File: src/rtl/load_store_unit.sv
// load_store_unit
// ---------------
// Sits between the EX/MEM pipeline stage and data_memory. It takes one
// memory request at a time over a valid/ready handshake and turns it into
// data_memory accesses that use data_memory's own we/re encodings.
//
// Aligned requests go out as a single native access. Misaligned halfword and
// word requests become a run of byte accesses (sb for stores, lbu for loads).
// For loads, the returned bytes are reassembled little-endian and then sign-
// or zero-extended. Every load or store produces one rsp_valid pulse.
//
// Parameters
//   SPLIT_EN   1: split misaligned accesses into byte accesses
//              0: misaligned accesses return rsp_err and touch no memory
//
// Ports
//   clk, reset                clock and asynchronous active-high reset
//   req_valid / req_ready     request handshake (ready only in IDLE, out of reset)
//   req_addr, req_wdata       byte address and right-aligned store data
//   req_we                    0 none, 1 sb, 2 sh, 3 sw
//   req_re                    0 none, 1 lb, 2 lh, 3 lw, 4 lbu, 5 lhu (6/7 illegal)
//   rsp_valid                 one-cycle completion pulse, no backpressure
//   rsp_rdata                 extended load result; 0 for stores and errors
//   rsp_err                   marks an illegal or disallowed request
//   mem_addr/wdata/we/re      registered drive to data_memory
//   mem_rdata                 data_memory read data (combinational)
module load_store_unit #(
  parameter bit SPLIT_EN = 1'b1
) (
  input  logic        clk,
  input  logic        reset,
  input  logic        req_valid,
  output logic        req_ready,
  input  logic [31:0] req_addr,
  input  logic [31:0] req_wdata,
  input  logic [1:0]  req_we,
  input  logic [2:0]  req_re,
  output logic        rsp_valid,
  output logic [31:0] rsp_rdata,
  output logic        rsp_err,
  output logic [31:0] mem_addr,
  output logic [31:0] mem_wdata,
  output logic [1:0]  mem_we,
  output logic [2:0]  mem_re,
  input  logic [31:0] mem_rdata
);

  typedef enum logic [1:0] {
    IDLE   = 2'd0,
    ACCESS = 2'd1,
    SPLIT  = 2'd2
  } state_t;

  state_t      state_q, state_d;
  logic [1:0]  k_q, k_d;
  logic [31:0] addr_q, addr_d;
  logic [31:0] wdata_q, wdata_d;
  logic [1:0]  we_q, we_d;
  logic [2:0]  re_q, re_d;
  logic [31:0] asm_q, asm_d;

  logic        rspValid_q, rspValid_d;
  logic        rspErr_q, rspErr_d;
  logic [31:0] rspRdata_q, rspRdata_d;

  logic [31:0] memAddr_q, memAddr_d;
  logic [31:0] memWdata_q, memWdata_d;
  logic [1:0]  memWe_q, memWe_d;
  logic [2:0]  memRe_q, memRe_d;

  logic [1:0]  reqLast;
  logic [1:0]  curLast;
  logic        misaligned;
  logic        illegal;
  logic [31:0] asmNext;

  // Index of the last byte of an access (size minus one): 0 byte, 1 half, 3 word.
  function automatic logic [1:0] lastIdx(input logic [1:0] we, input logic [2:0] re);
    logic [1:0] idx;
    idx = 2'd0;
    if (we == 2'd2 || re == 3'd2 || re == 3'd5) begin
      idx = 2'd1;
    end else if (we == 2'd3 || re == 3'd3) begin
      idx = 2'd3;
    end
    return idx;
  endfunction

  // Final extension of a byte-assembled load. Only lh, lhu and lw can be
  // misaligned, so bytes never reach this path.
  function automatic logic [31:0] extendLoad(input logic [31:0] a, input logic [2:0] re);
    logic [31:0] r;
    case (re)
      3'd2:    r = {{16{a[15]}}, a[15:0]};
      3'd5:    r = {16'h0000, a[15:0]};
      default: r = a;
    endcase
    return r;
  endfunction

  // Ready is gated with reset so it drops the instant reset asserts.
  assign req_ready = (state_q == IDLE) && !reset;

  assign rsp_valid = rspValid_q;
  assign rsp_err   = rspErr_q;
  assign rsp_rdata = rspRdata_q;
  assign mem_addr  = memAddr_q;
  assign mem_wdata = memWdata_q;
  assign mem_we    = memWe_q;
  assign mem_re    = memRe_q;

  // Next-state logic. IDLE classifies a newly accepted request: empty
  // requests are dropped, illegal ones answer with an error next cycle, and
  // legal ones go to ACCESS (aligned) or SPLIT (misaligned byte loop).
  // The mem_* drive is computed from the next state, so the registered
  // outputs line up with the cycle in which the access takes place.
  always_comb begin
    state_d    = state_q;
    k_d        = k_q;
    addr_d     = addr_q;
    wdata_d    = wdata_q;
    we_d       = we_q;
    re_d       = re_q;
    asm_d      = asm_q;
    rspValid_d = 1'b0;
    rspErr_d   = 1'b0;
    rspRdata_d = 32'h0;
    reqLast    = lastIdx(req_we, req_re);
    curLast    = lastIdx(we_q, re_q);
    misaligned = 1'b0;
    illegal    = 1'b0;
    asmNext    = asm_q;

    case (state_q)
      IDLE: begin
        if (req_valid && req_ready) begin
          addr_d  = req_addr;
          wdata_d = req_wdata;
          we_d    = req_we;
          re_d    = req_re;
          k_d     = 2'd0;
          asm_d   = 32'h0;
          misaligned = (reqLast == 2'd1 && req_addr[0]) ||
                       (reqLast == 2'd3 && req_addr[1:0] != 2'b00);
          illegal = (req_we != 2'd0 && req_re != 3'd0) || (req_re >= 3'd6) ||
                    (misaligned && !SPLIT_EN);
          if (req_we != 2'd0 || req_re != 3'd0) begin
            if (illegal) begin
              rspValid_d = 1'b1;
              rspErr_d   = 1'b1;
            end else if (misaligned) begin
              state_d = SPLIT;
            end else begin
              state_d = ACCESS;
            end
          end
        end
      end

      ACCESS: begin
        state_d    = IDLE;
        rspValid_d = 1'b1;
        if (re_q != 3'd0) begin
          rspRdata_d = mem_rdata;
        end
      end

      SPLIT: begin
        if (re_q != 3'd0) begin
          asmNext[{k_q, 3'b000} +: 8] = mem_rdata[7:0];
        end
        asm_d = asmNext;
        if (k_q == curLast) begin
          state_d    = IDLE;
          k_d        = 2'd0;
          rspValid_d = 1'b1;
          if (re_q != 3'd0) begin
            rspRdata_d = extendLoad(asmNext, re_q);
          end
        end else begin
          k_d = k_q + 2'd1;
        end
      end

      default: begin
        state_d = IDLE;
        k_d     = 2'd0;
      end
    endcase

    memAddr_d  = 32'h0;
    memWdata_d = 32'h0;
    memWe_d    = 2'd0;
    memRe_d    = 3'd0;
    if (state_d == ACCESS) begin
      memAddr_d  = addr_d;
      memWdata_d = wdata_d;
      memWe_d    = we_d;
      memRe_d    = re_d;
    end else if (state_d == SPLIT) begin
      memAddr_d = addr_d + {30'h0, k_d};
      if (we_d != 2'd0) begin
        memWe_d    = 2'd1;
        memWdata_d = {24'h0, wdata_d[{k_d, 3'b000} +: 8]};
      end else begin
        memRe_d = 3'd4;
      end
    end
  end

  // State and output registers. Reset clears everything asynchronously, so
  // an in-flight access stops driving memory at once and its response is lost.
  always_ff @(posedge clk or posedge reset) begin
    if (reset) begin
      state_q    <= IDLE;
      k_q        <= 2'd0;
      addr_q     <= 32'h0;
      wdata_q    <= 32'h0;
      we_q       <= 2'd0;
      re_q       <= 3'd0;
      asm_q      <= 32'h0;
      rspValid_q <= 1'b0;
      rspErr_q   <= 1'b0;
      rspRdata_q <= 32'h0;
      memAddr_q  <= 32'h0;
      memWdata_q <= 32'h0;
      memWe_q    <= 2'd0;
      memRe_q    <= 3'd0;
    end else begin
      state_q    <= state_d;
      k_q        <= k_d;
      addr_q     <= addr_d;
      wdata_q    <= wdata_d;
      we_q       <= we_d;
      re_q       <= re_d;
      asm_q      <= asm_d;
      rspValid_q <= rspValid_d;
      rspErr_q   <= rspErr_d;
      rspRdata_q <= rspRdata_d;
      memAddr_q  <= memAddr_d;
      memWdata_q <= memWdata_d;
      memWe_q    <= memWe_d;
      memRe_q    <= memRe_d;
    end
  end

endmodule

File: config.mk
export PLATFORM = sky130hd
export DESIGN_NAME = load_store_unit
export DESIGN_NICKNAME = d
export VERILOG_FILES = /design/src/rtl/load_store_unit.sv
export SDC_FILE = /design/constraint.sdc
export NUM_CORES = 1
export LEC_CHECK = 0
export CAP_MARGIN = 20
export CORE_UTILIZATION = 38
export CTS_CLUSTER_DIAMETER = 60
export DETAILED_ROUTE_END_ITERATION = 7
export GPL_ROUTABILITY_DRIVEN = 0
export GPL_TIMING_DRIVEN = 0
export PLACE_DENSITY_LB_ADDON = 0.25
export RECOVER_POWER = 100
export REMOVE_ABC_BUFFERS = 1
export SLEW_MARGIN = 10
export SYNTH_ARGS = -nofsm -noshare
export SYNTH_HDL_FRONTEND = slang
export SYNTH_SLANG_ARGS = --single-unit
File: constraint.sdc
create_clock -name clk -period 14.6 [get_ports clk]
set_input_delay 1.46 -clock clk [delete_from_list [all_inputs] [get_ports clk]]
set_output_delay 1.46 -clock clk [all_outputs]
set_load 0.05 [all_outputs]
After elaboration in Yosys (flattened, before gate mapping):

Index checks and enable logic that the tools add are counted.

* add/sub/neg operators: 3
* $lt $le $gt $ge: 1
* equality and inequality tests: 18
* shift-type cells: 3
* mux-type cells: 47
* reductions and logical operators: 23

Operator list (number)
* $mux 32: 12
* $pmux 32 s2: 3
* $add 32x2->32: 1
* $bwmux 32: 1
* $shift 8x7->32 const A: 1
* $shiftx 32x6->8: 1
* $shiftx 8x7->32: 1
* $mux 2: 14
* $mux 8: 2
* $mux 3: 5
* $eq 2x2->1 const B: 7
* $eq 3x2->1 const B: 4
* $logic_or 1x1->1: 9
* $reduce_bool 2->1: 4
* $mux 1: 7
* $neg 5->7: 1
* $eq 2x1->1 const B: 3
* $eq 3x3->1 const B: 2
* $pmux 2 s3: 1
* $reduce_bool 3->1: 2
* $logic_and 1x1->1: 5
* $pmux 2 s2: 1
* $ge 3x3->1 const B: 1
* $pmux 1 s3: 1
* other kinds (6): 6

* register bits: 208

Depth between registers and ports, before layout:

Gate-level depths: netlist (run 1).

* depth in word-level cells: 15
* depth in mapped cells: 18
* depth with buffers taken out: 12

Least setup slack after synthesis (run 1):

Ideal clock, no wire load.

* kind: in2reg
* start point: input port reset
* end point: register memAddr_q[29], in the netlist mem_addr[29]
* setup time: 0.124 ns
* arrival time: 4.149 ns
* setup slack: 10.327 ns
* stages on the path: 15
* path through: and3b_1 -> buf_2 -> buf_6 -> buf_2 -> buf_2 -> clkbuf_1 -> nand2_1 -> nand2_1 -> ha_1 -> inv_1 -> or3_1 -> o32a_1 -> buf_6 -> o211a_1 -> a211o_1

* longest elaborated chain between the ends: 8
* elaborated cells between the ends (all ways): 14
* those cells by class: add/sub: 1; eq/ne: 2; mux: 8; reduce/logical: 3

RTL lines
* start: declaration: RTL line 31 `input logic reset,`
* $logic_not 1->1 (no line)
* $logic_and 1x1->1: RTL line 102 `assign req_ready = (state_q == IDLE) && !reset;`
* $logic_and 1x1->1: RTL line 136 `if (req_valid && req_ready) begin`
* $mux 32: RTL line 136
* $mux 32: RTL line 134 `case (state_q)`
* named net addr_d[0]: RTL line 56 `logic [31:0] addr_q, addr_d;`
* $add 32x2->32: RTL line 201 `memAddr_d = addr_d + {30'h0, k_d};`
* $mux 32: RTL line 200 `end else if (state_d == SPLIT) begin`
* $mux 32: RTL line 195 `if (state_d == ACCESS) begin`
* named net memAddr_d[29]: RTL line 66 `logic [31:0] memAddr_q, memAddr_d;`
* end signal: assignment: RTL line 240 `memAddr_q <= memAddr_d;`
* end: declaration: RTL line 66

The timed path passes the listed nets, and every way through them passes these cells.
A chain may end at the register's enable or synchronous reset.

Final worst setup path (run 1):

* start point: input port reset
* end point: register memAddr_q[28], in the netlist mem_addr[28]

* longest elaborated chain between the ends: 8
* elaborated cells between the ends (all ways): 14
* those cells by class: add/sub: 1; eq/ne: 2; mux: 8; reduce/logical: 3

RTL lines (RTL line)
* $logic_not 1->1 (no line) (*)
* $logic_and 1x1->1 (*): 102
* $logic_and 1x1->1 (*): 136
* $mux 2 or $mux 32 (tied branches): 136
* $pmux 2 s3, or another cell as far along: 134
* $add 32x2->32 or $eq 2x2->1 (tied branches): 201, 200
* $mux 32: 200
* $mux 32 (*): 195
* named net memAddr_d[28]: 66

The timed path passes the listed nets; every way through them passes the cells marked *.

==> impl_metrics.env, run 1 <==
export IMPL_slew_viol_final=260
export IMPL_max_slew_margin_rel_pct=-250.3
export IMPL_fin_tns_setup_ns=0
export IMPL_ios=208
export IMPL_synthCells=1037
export IMPL_pwr_share_seq_pct=30.7
export IMPL_cts_sinks=208
export IMPL_wl_um=28040
export IMPL_detail_route_wl_per_cell_um=17.72
export IMPL_core_mm2=0.02598
export IMPL_wl_met3_um=2089
export IMPL_power_share_clock_pct=23.5
export IMPL_postSynth_asyncResetShare_pct=100.0
export IMPL_port_buffers=207
export IMPL_rsz0062_at_grt="no"
export IMPL_synth_area_leaders="dfrtp_1 52%, nand2_1 7.0%, mux2i_1 7.0%"
export IMPL_crit_end="mem_addr[28]$_DFF_PP0_"
export IMPL_grt_pass1_wl_um=43880
export IMPL_r2r_cells=11
export IMPL_switching_share_pct=43.15
export IMPL_worstSetupStartpoint="reset"
export IMPL_setup_viol=0
export IMPL_fin_nets=1343
export IMPL_violations="capacitance limit, slew limit"
export IMPL_max_freq_mhz=108.7
export IMPL_fin_crit_sh_pct=62.99
export IMPL_cts_hold_buf=0
export IMPL_first_pass_iters=5
export IMPL_ys_warn_count=0
export IMPL_switchingPower_mw=1.193
export IMPL_synthFlopType="dfrtp_1"
export IMPL_dr_wl_met2_um=12820
export IMPL_synth_edf_count=0
export IMPL_tightest_slew_ns=5.226
export IMPL_initial_core_util_pct=38.54
export IMPL_core_rowCount=59
export IMPL_power_density_mw_per_mm2=208.3
export IMPL_whs_ns=0.4805
export IMPL_status="complete, but fails checks"
export IMPL_fin_util_pct=51.10
export IMPL_cts_tree="built"
export IMPL_worstReg2RegEnd="mem_addr[28]$_DFF_PP0_"
export IMPL_top_layer="met5"
export IMPL_clk_latency_ns=0.53
export IMPL_grt_max_degree=117
export IMPL_drive_gt1_share_pct=5.293
export IMPL_drtIter0Drc=443
export IMPL_track_usage_pct=20.66
export IMPL_max_cap_violations=5
export IMPL_design_area_mm2=0.01328
export IMPL_worstPathArrival_ns=9.50
export IMPL_dieArea_mm2=0.02701
export IMPL_cts_resized=0
export IMPL_dp_hpwl_um=18780
export IMPL_yosysTopAreaCell="dfrtp_1"
export IMPL_finalClockSkew_ns=0.01247
export IMPL_cts_max_level=1
export IMPL_synth_top_area_share_pct=51.97
export IMPL_routed_via_density=5.417
export IMPL_total_leakage_power_nw=6.090
export IMPL_final_antenna_net_count=0
export IMPL_clk_pin_slew_ns=0.05
export IMPL_grt_ovfl_total=0
export IMPL_ys_ff_latch=208
export IMPL_finalHoldViolCount=0
export IMPL_r2r_setup_slack_ns=6.00
export IMPL_peakVddDrop_mv=0.1410
export IMPL_antennaDiodeCount=0
export IMPL_syn_to_final_growth_pct=32.58
export IMPL_cts_buffer_depth=3
export IMPL_antenna_found_initial=1
export IMPL_clock_root_buffer="clkbuf_16"
export IMPL_start_kind="primary input"
export IMPL_holdCritPathClass="reg2reg"
export IMPL_drt_met1_wl_um=12260
export IMPL_die_y_um=164.3
export IMPL_drc=0
export IMPL_timing_rr_start="state_q[0]$_DFF_PP0_"
export IMPL_syn_area_per_cell_um2=9.657
export IMPL_internal_power_mw=1.572
export IMPL_setup_worst_path_end_class="register"
export IMPL_syn_area_mm2=0.01001
export IMPL_grt_pass1_vias=8362
export IMPL_cts_buffers=26
export IMPL_period_minus_slack_ns=9.197
export IMPL_synth_distinct_cells=79
export IMPL_worstSetupPathType="in2reg"
export IMPL_ys_seq_area_share_pct=51.97
export IMPL_combPwrFrac_pct=45.8
export IMPL_placed_area_mm2=0.01252
export IMPL_critPathMaxFanout=45
export IMPL_fp_dieW_um=164.3
export IMPL_vias=8569
export IMPL_cp_data_required_time_ns=14.90
export IMPL_post_cts_buffers=0
==> cells by family after synthesis <==
family / after synthesis / synth area share [%]
simple gates: 384 / 17.43
mux: 72 / 7.221
flops: 208 / 51.97
buf+inv: 110 / 4.598
fa+ha+maj: 11 / 1.374
compound gates: 251 / 17.32
xor+xnor: 1 / 0.08747
==> metrics by stage <==
stage	setup slack (ns)	power (mW)	cells
floorplan	7.459	1.708	980
global placement	4.454	2.117	1522
detailed placement	9.096	2.173	1534
CTS	9.586	2.840	1581
global route	4.689	2.933	1582
finish	5.403	2.765	1582
==> routing by layer <==
metal | vias to the layer above | global-route usage [%]
li1 | 4061 | -
met2 | 282 | 32.49
met3 | 64 | 5.101
met5 | - | 0
met4 | 2 | 6.902
met1 | 4160 | 27.74
==> worst min path at each step <==
stage,cells past startpoint,from,to
floorplan,2,asm_q[0]$_DFFE_PP0P_,asm_q[0]$_DFFE_PP0P_
global placement,2,asm_q[6]$_DFFE_PP0P_,asm_q[6]$_DFFE_PP0P_
detailed placement,2,asm_q[20]$_DFFE_PP0P_,asm_q[20]$_DFFE_PP0P_
CTS,2,asm_q[20]$_DFFE_PP0P_,asm_q[20]$_DFFE_PP0P_
global route,2,asm_q[2]$_DFFE_PP0P_,asm_q[2]$_DFFE_PP0P_
finish,2,asm_q[22]$_DFFE_PP0P_,asm_q[22]$_DFFE_PP0P_
==> layout by cell type (no fill, tap or decap), types with 4 or more instances in the layout <==
| master | Yosys | layout |
|---|---|---|
| a211oi_1 | 4 | 4 |
| a21o_1 | 25 | 25 |
| a21oi_1 | 64 | 65 |
| a22o_1 | 9 | 9 |
| a22oi_1 | 4 | 4 |
| a31oi_1 | 25 | 25 |
| a32oi_1 | 13 | 13 |
| a41oi_1 | 6 | 6 |
| and3_1 | 23 | 23 |
| clkbuf_1 | 31 | 14 |
| clkbuf_16 | 0 | 27 |
| clkbuf_8 | 0 | 7 |
| clkdlybuf4s50_1 | 0 | 102 |
| dfrtp_1 | 208 | 208 |
| dlygate4sd3_1 | 0 | 105 |
| ha_1 | 11 | 10 |
| inv_1 | 52 | 51 |
| mux2i_1 | 70 | 70 |
| nand2_1 | 188 | 188 |
| nand2b_1 | 8 | 8 |
| nand3_1 | 40 | 40 |
| nand4_1 | 12 | 12 |
| nor2_1 | 65 | 64 |
| nor3_1 | 11 | 11 |
| nor4_1 | 4 | 4 |
| o2111ai_1 | 4 | 4 |
| o211ai_1 | 3 | 4 |
| o21a_1 | 5 | 5 |
| o21ai_0 | 38 | 39 |
| o22ai_1 | 12 | 13 |
| or3_1 | 5 | 5 |
==> critical path, cell delays in order <==
cell and delay [ns]:
dlygate4sd3_1 0.62, and3b_1 1.04, clkbuf_1 1.64, clkbuf_1 1.23, o211ai_1 0.29, o22ai_1 0.49
a2111o_1 0.23, and3_1 0.72, clkbuf_1 1.47, a31oi_1 0.26
==> sequential cells by signal (all words and copies together), names as in the netlist <==
name,count
mem_wdata,32
we_q,2
mem_we,2
mem_re,3
rsp_err,1
rsp_valid,1
addr_q,32
k_q,2
asm_q,32
wdata_q,32
state_q,2
re_q,3
mem_addr,32
rsp_rdata,32
==> Yosys cell counts, drive strengths merged (5+ instances only) <==
| cell type | instances |
|---|---|
| o21a | 5 |
| a31oi | 25 |
| a32oi | 13 |
| and2 | 5 |
| inv | 52 |
| a22o | 9 |
| or3 | 5 |
| mux2i | 70 |
| a21o | 25 |
| nand2 | 190 |
| nor2 | 66 |
| nand2b | 8 |
| o22ai | 13 |
| dfrtp | 208 |
| nand4 | 12 |
| clkbuf | 31 |
| a41oi | 6 |
| o21ai | 40 |
| nor3 | 12 |
| and3 | 23 |
| ha | 11 |
| nand3 | 40 |
| buf | 26 |
| a21oi | 65 |
| o2111ai | 5 |
==> power groups by stage <==
stage | Clock [mW] | Sequential, mW | Combinational [mW]
after global placement | 0 | 0.856 | 1.26
after CTS | 0.668 | 0.851 | 1.32
after floorplan | 0 | 1.10 | 0.606
after global routing | 0.688 | 0.868 | 1.38
final | 0.651 | 0.849 | 1.27
after detailed placement | 0 | 0.858 | 1.32
==> layout make-up <==
cell class	instances	area (µm²)
inverter	53	200.2
fill	2429	12710
multi-input combinational	719	4349
clock inverter	6	83.83
sequential	208	5205
timing repair buffer	220	2222
tap	335	419.2
clock buffer	41	798.3
No activity file was read; power rests on OpenSTA's default activity.
==> run 2, diff against run 1 <==
==> constraint.sdc (replaced) <==
create_clock -name clk -period 8.3 [get_ports clk]
set_input_delay 0.83 -clock clk [delete_from_list [all_inputs] [get_ports clk]]
set_output_delay 0.83 -clock clk [all_outputs]
set_load 0.05 [all_outputs]
==> impl_metrics.env, run 2 (synthesis gave the netlist of run 1 again) <==
export IMPL_status="complete, but fails checks"
export IMPL_violations="capacitance limit, slew limit"
export IMPL_vias=8524
export IMPL_final_antenna_net_count=0
export IMPL_wl_um=28060
export IMPL_die_y_um=164.3
export IMPL_ios=208
export IMPL_final_common_cell="dfrtp_1"
export IMPL_grt_ovfl_total=0
export IMPL_drtIter0Drc=468
export IMPL_routed_via_density=5.388
export IMPL_cts_hold_buf=0
export IMPL_syn_to_final_growth_pct=33.03
export IMPL_peakVddDrop_mv=0.2481
export IMPL_slew_viol_final=150
export IMPL_drc=0
export IMPL_critPathMaxFanout=45
export IMPL_critPathMaxStageDelay_ns=1.04
export IMPL_antenna_found_initial=1
export IMPL_port_buffers=207
export IMPL_path_buf_inv=5
export IMPL_cts_max_level=1
export IMPL_period_minus_slack_ns=5.896
export IMPL_start_kind="register"
export IMPL_cp_slowest_cell="and3b_1"
export IMPL_cp_top_family="buffers and inverters"
export IMPL_worstSetupPathType="reg2reg"
export IMPL_core_mm2=0.02598
export IMPL_layout_common_cells="208 x dfrtp_1, 188 x nand2_1, 105 x dlygate4sd3_1"
export IMPL_power_share_clock_pct=23.5
export IMPL_max_freq_mhz=169.6
export IMPL_switchingPower_mw=2.106
export IMPL_finalHoldViolCount=0
export IMPL_nFillCells=2423
export IMPL_detail_route_wl_per_cell_um=17.73
export IMPL_cts_buffers=26
export IMPL_fin_crit_sh_pct=71.04
export IMPL_dp_hpwl_um=18780
export IMPL_worstPathArrival_ns=6.33
export IMPL_dieArea_mm2=0.02701
export IMPL_antennaDiodeCount=0
export IMPL_combPwrFrac_pct=45.9
export IMPL_fp_dieW_um=164.3
export IMPL_grt_pass1_wl_um=43880
export IMPL_track_usage_pct=20.66
export IMPL_total_leakage_power_nw=6.111
export IMPL_drive_gt1_share_pct=5.373
export IMPL_dp_cells=1534
export IMPL_clk_latency_ns=0.53
export IMPL_power_density_mw_per_mm2=366.3
export IMPL_first_pass_iters=5
export IMPL_cp_data_required_time_ns=8.74
export IMPL_crit_chain="inv_1, ha_1, and3b_1, buf_12, buf_12, o211ai_1, o22ai_1, mux2i_1, o311ai_4, clkbuf_1, clkbuf_1, nand2_2, o22ai_1"
export IMPL_cts_resized=0
export IMPL_setup_worst_path_end_class="register"
export IMPL_setup_viol=0
export IMPL_r2r_setup_slack_ns=2.40
export IMPL_grt_pass1_vias=8362
export IMPL_clock_root_buffer="clkbuf_16"
export IMPL_post_cts_buffers=0
export IMPL_cts_sinks=208
export IMPL_cts_tree="built"
export IMPL_max_slew_margin_rel_pct=-250.6
export IMPL_cts_buffer_depth=3
export IMPL_max_cap_violations=3
export IMPL_initial_core_util_pct=38.54
export IMPL_holdCritPathClass="reg2reg"
export IMPL_core_rowCount=59
export IMPL_fin_nets=1343
export IMPL_fin_cells=1582
export IMPL_tightest_slew_ns=5.230
export IMPL_switching_share_pct=43.15
export IMPL_grt_max_degree=117
export IMPL_finalClockSkew_ns=0.01335
export IMPL_clk_pin_slew_ns=0.05
export IMPL_rsz0062_at_grt="no"
export IMPL_pwr_share_seq_pct=30.6
export IMPL_fin_tns_setup_ns=0
export IMPL_internal_power_mw=2.774
## run 2: final cells by class
type                    count  area, µm²  area share [%]
well taps                 335      419.2           3.146
clock inverters             6      83.83          0.6292
multi-input cells         719       4353           32.67
repair buffers            220       2263           16.99
flip-flops and latches    208       5205           39.07
clock buffers              41      798.3           5.992
inverters                  53      200.2           1.503
## run 2: power by group through the flow
stage / clock network, mW / logic, mW / registers [mW]
floorplan: 0 / 1.07 / 1.94
global placement: 0 / 2.22 / 1.51
detailed placement: 0 / 2.31 / 1.51
CTS: 1.17 / 2.33 / 1.50
global route: 1.21 / 2.43 / 1.53
finish: 1.15 / 2.24 / 1.49
## run 2: worst register-to-register path, stage by stage, from the launching register on
cell and delay (ns):
dfrtp_1 0.46, inv_1 0.21, ha_1 0.33, and3b_1 1.04, buf_12 0.33, buf_12 0.25, o211ai_1 0.14, o22ai_1 0.43
mux2i_1 0.24, o311ai_4 0.55, clkbuf_1 0.65, clkbuf_1 0.61, nand2_2 0.34, o22ai_1 0.22
## run 2: worst paths after layout
| check | cells after the start | to | startpoint |
|---|---|---|---|
| min in group asynchronous | 2 | asm_q[7]$_DFFE_PP0P_ | reset |
| min reg2reg | 2 | asm_q[22]$_DFFE_PP0P_ | asm_q[22]$_DFFE_PP0P_ |
| min | 2 | asm_q[22]$_DFFE_PP0P_ | asm_q[22]$_DFFE_PP0P_ |
| max | 13 | mem_wdata[1]$_DFF_PP0_ | state_q[0]$_DFF_PP0_ |
| max in group asynchronous | 2 | wdata_q[31]$_DFF_PP0_ | reset |
| max reg2reg | 13 | mem_wdata[1]$_DFF_PP0_ | state_q[0]$_DFF_PP0_ |
## run 2: metal layers
metal | GRT usage [%] | wire (µm) | vias up
met3 | 5.101 | 2187 | 68
li1 | - | - | 4061
met4 | 6.902 | 879 | 2
met2 | 32.49 | 12800 | 291
met5 | 0 | 11 | -
met1 | 27.74 | 12170 | 4102
## run 2: through the flow
step / setup slack (ns) / hold slack, ns / total power [mW] / instance area, µm² / utilization [%]
floorplan: 1.789 / 0.4458 / 3.004 / 9753 / -
global placement: -1.216 / 0.4591 / 3.723 / 12240 / 47.12
detailed placement: 3.426 / 0.4715 / 3.823 / 12520 / 48.19
CTS: 3.693 / 0.4830 / 4.996 / 13400 / 51.58
global route: 1.902 / 0.5101 / 5.171 / 13320 / 51.27
finish: 2.404 / 0.4789 / 4.880 / 13320 / 51.27
